**src/rtl/dht22_pkg.sv**
```systemverilog
// dht22_pkg: DHT22 frame layout, default limits and conditioner FSM states
package dht22_pkg;
  localparam int HUM_MSB = 39;
  localparam int HUM_LSB = 24;
  localparam int TEMP_SIGN_BIT = 23;
  localparam int TEMP_MAG_MSB = 22;
  localparam int TEMP_MAG_LSB = 8;
  localparam int CSUM_MSB = 7;
  localparam int CSUM_LSB = 0;
  localparam logic [15:0] DEF_HUM_MAX = 16'd1000;
  localparam logic [14:0] DEF_TEMP_MAG_MAX = 15'd800;
  typedef enum logic [1:0] {IDLE, CHECK, ACCUM, EMIT} state_t;
  function automatic logic [7:0] csum(input logic [39:0] f);
    return f[39:32] + f[31:24] + f[23:16] + f[15:8];
  endfunction
endpackage

```
**src/rtl/dht22_avg_window.sv**
```systemverilog
// dht22_avg_window: circular sample buffer with running sums and fill count
module dht22_avg_window import dht22_pkg::*; #(
  parameter int AVG_LOG2 = 2,
  localparam int TW = 17 + AVG_LOG2,
  localparam int HW = 16 + AVG_LOG2
) (
  input  logic                 clk,
  input  logic                 reset,
  input  logic                 push,
  input  logic signed [15:0]   t_in,
  input  logic [15:0]          h_in,
  output logic                 full,
  output logic signed [TW-1:0] sum_t_nxt,
  output logic [HW-1:0]        sum_h_nxt
);
  localparam int DEPTH = 1 << AVG_LOG2;
  localparam int PW = AVG_LOG2 > 0 ? AVG_LOG2 : 1;
  logic signed [15:0] buf_t [DEPTH];
  logic [15:0] buf_h [DEPTH];
  logic [PW-1:0] wr_ptr;
  logic [AVG_LOG2:0] fill;
  logic signed [TW-1:0] sum_t;
  logic [HW-1:0] sum_h;
  logic was_full;
  assign was_full = fill == (AVG_LOG2+1)'(DEPTH);
  // full reflects the window after the current push, so the caller can emit in the same cycle
  assign full = was_full | (fill == (AVG_LOG2+1)'(DEPTH-1));
  assign sum_t_nxt = sum_t + TW'(t_in) - TW'(was_full ? buf_t[wr_ptr] : 16'sd0);
  assign sum_h_nxt = sum_h + HW'(h_in) - HW'(was_full ? buf_h[wr_ptr] : 16'd0);
  always_ff @(posedge clk or posedge reset) begin
    if (reset) begin
      wr_ptr <= '0;
      fill <= '0;
      sum_t <= '0;
      sum_h <= '0;
      for (int i = 0; i < DEPTH; i++) begin
        buf_t[i] <= '0;
        buf_h[i] <= '0;
      end
    end else if (push) begin
      buf_t[wr_ptr] <= t_in;
      buf_h[wr_ptr] <= h_in;
      wr_ptr <= wr_ptr == PW'(DEPTH-1) ? '0 : wr_ptr + 1'b1;
      fill <= was_full ? fill : fill + 1'b1;
      sum_t <= sum_t_nxt;
      sum_h <= sum_h_nxt;
    end
  end
endmodule

```
**src/rtl/dht22_sample_conditioner.sv**
```systemverilog
// dht22_sample_conditioner: validate DHT22 frames, average them and flag over-temperature
module dht22_sample_conditioner import dht22_pkg::*; #(
  parameter int AVG_LOG2 = 2,
  parameter logic signed [15:0] TEMP_HI = 16'sd500,
  parameter logic signed [15:0] TEMP_HYST = 16'sd20,
  parameter logic [15:0] HUM_MAX = DEF_HUM_MAX,
  parameter logic [14:0] TEMP_MAG_MAX = DEF_TEMP_MAG_MAX
) (
  input  logic        clk,
  input  logic        reset,
  input  logic [39:0] frame_in,
  input  logic        frame_valid,
  output logic [15:0] temp_out,
  output logic [15:0] hum_out,
  output logic        out_valid,
  input  logic        out_ready,
  output logic        temp_alarm,
  output logic        frame_err,
  output logic [7:0]  err_cnt,
  output logic [7:0]  drop_cnt
);
  localparam int TW = 17 + AVG_LOG2;
  localparam int HW = 16 + AVG_LOG2;
  state_t state;
  logic [39:0] frame;
  logic [15:0] hum;
  logic [14:0] mag;
  logic signed [15:0] temp, avg_t;
  logic [15:0] avg_h;
  logic bad, full;
  logic signed [TW-1:0] sum_t_nxt;
  logic [HW-1:0] sum_h_nxt;
  assign hum = frame[HUM_MSB:HUM_LSB];
  assign mag = frame[TEMP_MAG_MSB:TEMP_MAG_LSB];
  assign temp = frame[TEMP_SIGN_BIT] ? -$signed({1'b0, mag}) : $signed({1'b0, mag});
  assign bad = csum(frame) != frame[CSUM_MSB:CSUM_LSB] || hum > HUM_MAX || mag > TEMP_MAG_MAX;
  assign avg_t = 16'(sum_t_nxt >>> AVG_LOG2);
  assign avg_h = 16'(sum_h_nxt >> AVG_LOG2);
  dht22_avg_window #(.AVG_LOG2(AVG_LOG2)) u_win (
    .clk(clk), .reset(reset), .push(state == ACCUM), .t_in(temp), .h_in(hum),
    .full(full), .sum_t_nxt(sum_t_nxt), .sum_h_nxt(sum_h_nxt)
  );
  always_ff @(posedge clk or posedge reset) begin
    if (reset) begin
      state <= IDLE;
      frame <= '0;
      temp_out <= '0;
      hum_out <= '0;
      out_valid <= 1'b0;
      temp_alarm <= 1'b0;
      frame_err <= 1'b0;
      err_cnt <= '0;
      drop_cnt <= '0;
    end else begin
      frame_err <= 1'b0;
      drop_cnt <= frame_valid && state != IDLE && drop_cnt != 8'hFF ? drop_cnt + 1'b1 : drop_cnt;
      case (state)
        IDLE: if (frame_valid) begin
          frame <= frame_in;
          state <= CHECK;
        end
        CHECK: begin
          frame_err <= bad;
          err_cnt <= bad && err_cnt != 8'hFF ? err_cnt + 1'b1 : err_cnt;
          state <= bad ? IDLE : ACCUM;
        end
        ACCUM: begin
          state <= full ? EMIT : IDLE;
          if (full) begin
            temp_out <= avg_t;
            hum_out <= avg_h;
            out_valid <= 1'b1;
            temp_alarm <= avg_t >= TEMP_HI ? 1'b1 : avg_t < TEMP_HI - TEMP_HYST ? 1'b0 : temp_alarm;
          end
        end
        EMIT: if (out_ready) begin
          out_valid <= 1'b0;
          state <= IDLE;
        end
        default: state <= IDLE;
      endcase
    end
  end
endmodule

```
**config.mk**
```make
export PLATFORM = sky130hd
export DESIGN_NAME = dht22_sample_conditioner
export DESIGN_NICKNAME = d
export VERILOG_FILES = /design/src/rtl/dht22_pkg.sv /design/src/rtl/dht22_avg_window.sv /design/src/rtl/dht22_sample_conditioner.sv
export SDC_FILE = /design/constraint.sdc
export NUM_CORES = 1
export LEC_CHECK = 0
export CORE_UTILIZATION = 30
export CTS_CLUSTER_DIAMETER = 80
export DETAILED_ROUTE_END_ITERATION = 7
export GPL_ROUTABILITY_DRIVEN = 0
export SYNTH_ARGS = -nofsm -noshare
export SYNTH_HDL_FRONTEND = slang
export SYNTH_SLANG_ARGS = --single-unit
export TNS_END_PERCENT = 30
```
**constraint.sdc**
```tcl
create_clock -name clk -period 20.6 [get_ports clk]
set_input_delay 3.09 -clock clk [delete_from_list [all_inputs] [get_ports clk]]
set_output_delay 3.09 -clock clk [all_outputs]
set_load 0.02 [all_outputs]
```
==> metrics.md <==
| Metric | Value |
|---|---|
| Depth of the most critical reg-to-reg path | `18` |
| CTS tree | `built` |
| Min Clock Period, post-route | `5.00 ns` |
| Vias in the first global route | `10400` |
| Met2 routed WL | `15.1 mm` |
| P per Cell Area | `116 nW/um2` |
| FILL cells | `4765` |
| Critical R2R Launch | `frame[10]$_DFFE_PP0P_` |
| Yosys warns | `0` |
| Worst-path clk slew | `0.06 ns` |
| RSZ-0062 raised after global routing | `false` |
| H-tree depth | `1` |
| Synthesized area | `14400 um2` |
| Die X | `221 um` |
| Detail Placement HPWL | `25.4 mm` |
| Worst slew pin tran | `1.09 ns` |
| Hold slack | `0.476 ns` |
| WP buf/inv | `1` |
| CTS Root Cell | `clkbuf_16` |
| EDFF count, synth | `0` |
| DR vias/cell | `4.82` |
| Row cnt | `79` |
| Setup TNS | `0 ns` |
| Pleak | `7.57 nW` |
| Total gr overflow | `0` |
| Switching part of the total | `0.376` |
| Type of destination of the critical path | `flip-flop` |
| Combinational share of power | `0.401` |
| Synth Register Bits | `262` |
| Met3 Wirelength | `1.88 mm` |
| Global-route wire length before repair | `58.0 mm` |
| WL met1 | `17.4 mm` |
| Final setup viols | `0` |
| Register area share after synthesis | `0.456` |
| Fin crit share | `0.243` |
| PortBufs | `94` |
| Hold Crit Start | `u_win.buf_t[55]$_DFFE_PP0P_` |
| Hold-fix buffers at CTS | `0` |
| Slew Viols, Final | `0` |
| Post-CTS sizing | `0` |
| Slowest CP cell | `fa_1` |
| Crit path launch type | `flip-flop` |
| Clk_lat worst skew | `0.57 ns` |
| P_sw | `0.740 mW` |
| Ant diodes | `0` |
| Antenna Violating Nets Remaining | `0` |
| # DRC | `9` |
| Clock Power Share | `0.292` |
| Hold path depth | `2` |
| Yosys top cell by area | `dfrtp_1` |
| Top_reg_cell synth | `dfrtp_1` |
| Share of layout cells above drive strength 1 | `0.0963` |
| Top Layer Used | `met4` |
| Min-Delay Path Class | `reg2reg` |
| Drt total wl | `35.0 mm` |
| Worst setup path class | `reg2reg` |
| CP Cell Sequence | `nor3_2, nand3_1, or3_1, or3_1, or2_4, o21ai_0, xor2_1, fa_1, inv_1, ha_1, o21ai_0, a2111oi_0, a211oi_1, nand2_1, a2111o_1, o311ai_0, nand4bb_1, a31o_2` |
| Die height | `221 um` |
| Post-CTS Setup Inserts | `0` |
| Largest net degree at the start of global routing | `136` |
| Synth-to-Final Area Change | `18.6%` |
| CTS max path bufs | `3` |
| Status | `finished with violations` |
| Worst EP arrival | `5.46 ns` |
| Clock sinks | `262` |
| Setup slack, reg-to-reg | `15.60 ns` |
| Req. time, crit path | `21.05 ns` |
| Starting Density | `0.307` |
| Clock skew | `0.0106 ns` |
| Initial antenna violation count | `0` |
| Max-slew headroom | `0.269` |
| Final hold violation count | `0` |
| Number of max-cap violations | `0` |
| Reg power frac | `0.307` |
| Syn avg cell area | `9.99 um2` |
| Internal power | `1.23 mW` |
| Syn Nets | `1582` |
| Hold endpoint | `u_win.buf_t[55]$_DFFE_PP0P_` |
| Yosys top cell area share | `0.456` |
| DR pass1 iterations | `7` |
| Synth Instances | `1438` |
| WL/cell | `16.3 um` |
| DR vias | `10300` |
| Failing checks | `design-rule violations` |
| Terminus of the critical flop-to-flop path | `temp_alarm$_DFFE_PP0P_` |
| Post-synth top cells | `dfrtp_1, nand2_1, o21ai_0, inv_1, clkbuf_1` |
| Ports | `95` |
| Most frequent cell after synthesis | `dfrtp_1` |
| Die area | `48800 um2` |
| Max Fclk | `200 MHz` |
| Critical path fanouts, max | `6` |
| Peak VDD IR | `0.0000641 V` |
| Synth top area cells | `dfrtp_1, o21ai_0, fa_1, nand2_1, mux4_2` |
| Drt initial violations | `677` |
| Tot GR Track Use | `0.147` |
| Critical path's top delay family | `compound AO/OA/AOI/OAI gates` |
| TritonCTS Buffers | `31` |
| Count of cell types in the netlist | `57` |
| Core box area | `46900 um2` |
| Largest stage delay on the critical path | `0.49 ns` |
| Final #Nets | `1657` |
| Synth async-reset ratio | `1.00` |
worst max-delay path by stage:
| stage | from | endpoint | slack, ns | cells past startpoint |
|---|---|---|---|---|
| 5_1_grt | frame[10]$_DFFE_PP0P_ | temp_alarm$_DFFE_PP0P_ | 15.11 | 18 |
| 3_5_place_dp | reset | u_win.wr_ptr[0]$_DFFE_PP0P_ | 15.48 | 3 |
| 3_3_place_gp | reset | u_win.wr_ptr[0]$_DFFE_PP0P_ | 15.51 | 3 |
| 2_1_floorplan | reset | drop_cnt[0]$_DFFE_PP0P_ | 10.30 | 1 |
| 6_report | frame[10]$_DFFE_PP0P_ | temp_alarm$_DFFE_PP0P_ | 15.60 | 18 |
| 4_1_cts | frame[10]$_DFFE_PP0P_ | temp_alarm$_DFFE_PP0P_ | 15.60 | 18 |
kinds of logic after synthesis:
logic type / share of synthesized area
AOI/OAI and AO/OA: 0.131
xor gates and xnor gates: 0.0438
adders and majority gates: 0.112
buffers and inverters: 0.0528
DFF: 0.456
muxes: 0.0765
and+or+nand+nor: 0.129
power groups by stage:
| stage | Combinational (mW) | Sequential (mW) | Clock (mW) |
|---|---|---|---|
| 2_1_floorplan | 0.570 | 0.610 | 0 |
| 3_3_place_gp | 0.777 | 0.611 | 0 |
| 3_5_place_dp | 0.791 | 0.613 | 0 |
| 4_1_cts | 0.795 | 0.604 | 0.591 |
| 5_1_grt | 0.899 | 0.611 | 0.610 |
| 6_report | 0.790 | 0.604 | 0.575 |
layout make-up:
type / instances / area [um2] / area share
multi-input combinational: 974 / 7070 / 0.415
sequential: 262 / 6560 / 0.385
timing repair buffer: 107 / 1050 / 0.0617
clock buffer: 43 / 901 / 0.0529
tap: 607 / 759 / 0.0446
inverter: 137 / 522 / 0.0306
clock inverter: 14 / 180 / 0.0106
cells in the final DEF, fill, tap and decap left out, types with 8 or more instances in the layout:
cell / synthesis / final
a211oi_1: 8 / 8
a21o_1: 8 / 8
a21oi_1: 22 / 22
a31oi_1: 9 / 9
and2_1: 31 / 31
buf_4: 0 / 12
clkbuf_16: 0 / 31
clkbuf_8: 0 / 8
clkdlybuf4s50_1: 0 / 94
dfrtp_1: 262 / 261
fa_1: 47 / 47
ha_1: 53 / 53
inv_1: 137 / 136
mux2_2: 33 / 33
mux4_2: 31 / 31
nand2_1: 250 / 249
nand2b_1: 9 / 9
nand3_1: 12 / 12
nand4_1: 11 / 11
nor2_1: 28 / 28
nor2b_1: 8 / 8
nor3_1: 21 / 21
o21ai_0: 229 / 228
o31ai_1: 11 / 11
xnor2_1: 31 / 31
xor2_1: 39 / 39
flip-flops by register name (all words and copies together) (netlist names):
register / flops
drop_cnt: 8
temp_alarm: 1
err_cnt: 8
u_win.sum_h: 18
u_win.sum_t: 18
u_win.fill: 3
u_win.buf_t: 64
hum_out: 16
out_valid: 1
frame: 40
u_win.buf_h: 64
frame_err: 1
u_win.wr_ptr: 2
state: 2
temp_out: 16
routing by layer:
| metal | global-route usage | vias up |
|---|---|---|
| met5 | 0 | - |
| met4 | 0.0327 | 0 |
| met3 | 0.0244 | 44 |
| met2 | 0.223 | 234 |
| met1 | 0.219 | 5060 |
| li1 | - | 5001 |
worst min-delay path, delay by kind of cell (launching register included):
family	cells	cell delay [ns]
AO/OA/AOI/OAI	1	0.06
flip-flops	1	0.34
AND/OR/NAND/NOR	1	0.05
stage by stage:
step	utilization	power [mW]	cell area, um2	setup WS (ns)	std cells
global placement	0.341	1.39	16000	15.51	2087
global route	0.364	2.12	17000	15.11	2144
floorplan	-	1.18	14400	10.30	1438
CTS	0.364	1.99	17000	15.60	2144
finish	0.364	1.97	17000	15.60	2144
detailed placement	0.341	1.40	16000	15.48	2087
(Power assumes the default switching activity.)
==> patch (config.mk and constraints unchanged) <==
Encoding of `state_t`: now Gray code (2 bits for 4 states).
--- a/src/rtl/dht22_pkg.sv
+++ b/src/rtl/dht22_pkg.sv
@@ -9,7 +9,7 @@
   localparam int CSUM_LSB = 0;
   localparam logic [15:0] DEF_HUM_MAX = 16'd1000;
   localparam logic [14:0] DEF_TEMP_MAG_MAX = 15'd800;
-  typedef enum logic [1:0] {IDLE, CHECK, ACCUM, EMIT} state_t;
+  typedef enum logic [1:0] {IDLE = 2'b00, CHECK = 2'b01, ACCUM = 2'b11, EMIT = 2'b10} state_t;
   function automatic logic [7:0] csum(input logic [39:0] f);
     return f[39:32] + f[31:24] + f[23:16] + f[15:8];
   endfunction
Check against the original RTL: same outputs for any inputs over 4 cycles, from zero or initial values and one cycle with reset high; so few cycles prove little.
==> patch against the original RTL <==
- highest routed layer unchanged
- area after synthesis rose by 0.42%
- setup slack got worse by 0.12 ns
- power rose by 9.7%
- design area rose by 0.91%
- sequential share of layout area fell by 0.35 points
- largest power group unchanged
- sequential cell count did not move
- non-clock buffer count rose by 2
- first-iteration DRC count fell by 23%
- routed wire length fell by 1.5%
- count of clock-buffer cells in the layout fell by 8
==> patch: results (changes against the original RTL) <==
[metrics] status: complete, no violations
[metrics] sequential area share after synthesis: 45.4% (-0.19 points)
[metrics] detailed-route via count: 10,300 (+0.097%)
[metrics] wire length per cell: 16.0 um (-1.9%)
[metrics] fraction of the mapped netlist area in adder cells: 11.2% (+0.040 points)
[metrics] internal power consumption: 1.33 mW (+8.0%)
[metrics] count of inverters not on the clock network in the layout: 138 (+0.73%)
[metrics] pin count of the biggest net entering global routing: 108 (-21%)
[metrics] clock buffer and inverter area fraction after layout: 6.67% (+0.33 points)
[metrics] remaining max-slew budget at the tightest pin: 31.8% (+4.9 points)
[metrics] Mapped Avg Cell Area: 10.1 um2 (+0.77%)
[metrics] num sequential: 262 (unchanged)
[metrics] area of combinational cells with multiple inputs: 0.00715 mm2 (+1.0%)
[metrics] delay contributed by the slowest stage of the critical path: 0.58 ns (+0.09 ns)
[metrics] Max rail drop VDD: 0.0669 mV (+4.4%)
[metrics] area growth from synthesis to layout: 19.2%
[metrics] number of instances in the placed design: 2,096 (+0.43%)
[metrics] Post-Place Setup Slack: 15.28 ns (-0.205 ns)
[metrics] Iter 0 DRT Violations: 522 (-23%)
[metrics] WP data arrival: 5.57 ns (+0.11 ns)
[metrics] total half-perimeter wirelength after legalization and detailed placement: 24,900 um (-1.9%)
[metrics] proportion of final cell area spent on non-clock buffers: 6.12% (-0.041 points)
[metrics] compound-gate portion of the synthesized area: 12.1% (-0.96 points)
[metrics] skew final: 0.0256 ns (+0.0151 ns)
[metrics] largest cells by area after synthesis: dfrtp_1, o21ai_0, nand2_1, fa_1, mux4_2
[metrics] Leak Pwr: 7.65 nW (+0.98%)
[metrics] fill cell instance count of the final layout: 4,725 (-0.84%)
[metrics] total CTS buffers: 30 (-3.2%)
## patch: cell count changes in the layout (fill, tap and decap cells not counted), moves of 5 or more
| cell | unedited run | this run |
|---|---|---|
| xnor2_1 | 31 | 37 |
| o21ai_0 | 228 | 205 |
| mux2_2 | 33 | 47 |
| xor2_1 | 39 | 34 |
| nand2_1 | 249 | 254 |
## patch: worst paths after layout
kind	from	endpoint	slack, ns	depth (start not counted)
max	u_win.wr_ptr[0]	temp_alarm	15.48	16
min	u_win.buf_t[17]	u_win.buf_t[17]	0.48	2
max reg2reg	u_win.wr_ptr[0]	temp_alarm	15.48	16
min reg2reg	u_win.buf_t[17]	u_win.buf_t[17]	0.48	2
max in group asynchronous	reset	u_win.buf_h[55]	15.96	3
min in group asynchronous	reset	u_win.buf_t[33]	3.09	2
## patch: layer usage
layer / wire, um / vias up / GRT usage, %
li1: - / 5004 / -
met1: 17200 / 5097 / 21.3
met2: 15100 / 205 / 22.6
met3: 1560 / 43 / 1.98
met4: 626 / 0 / 3.16
met5: 0 / - / 0
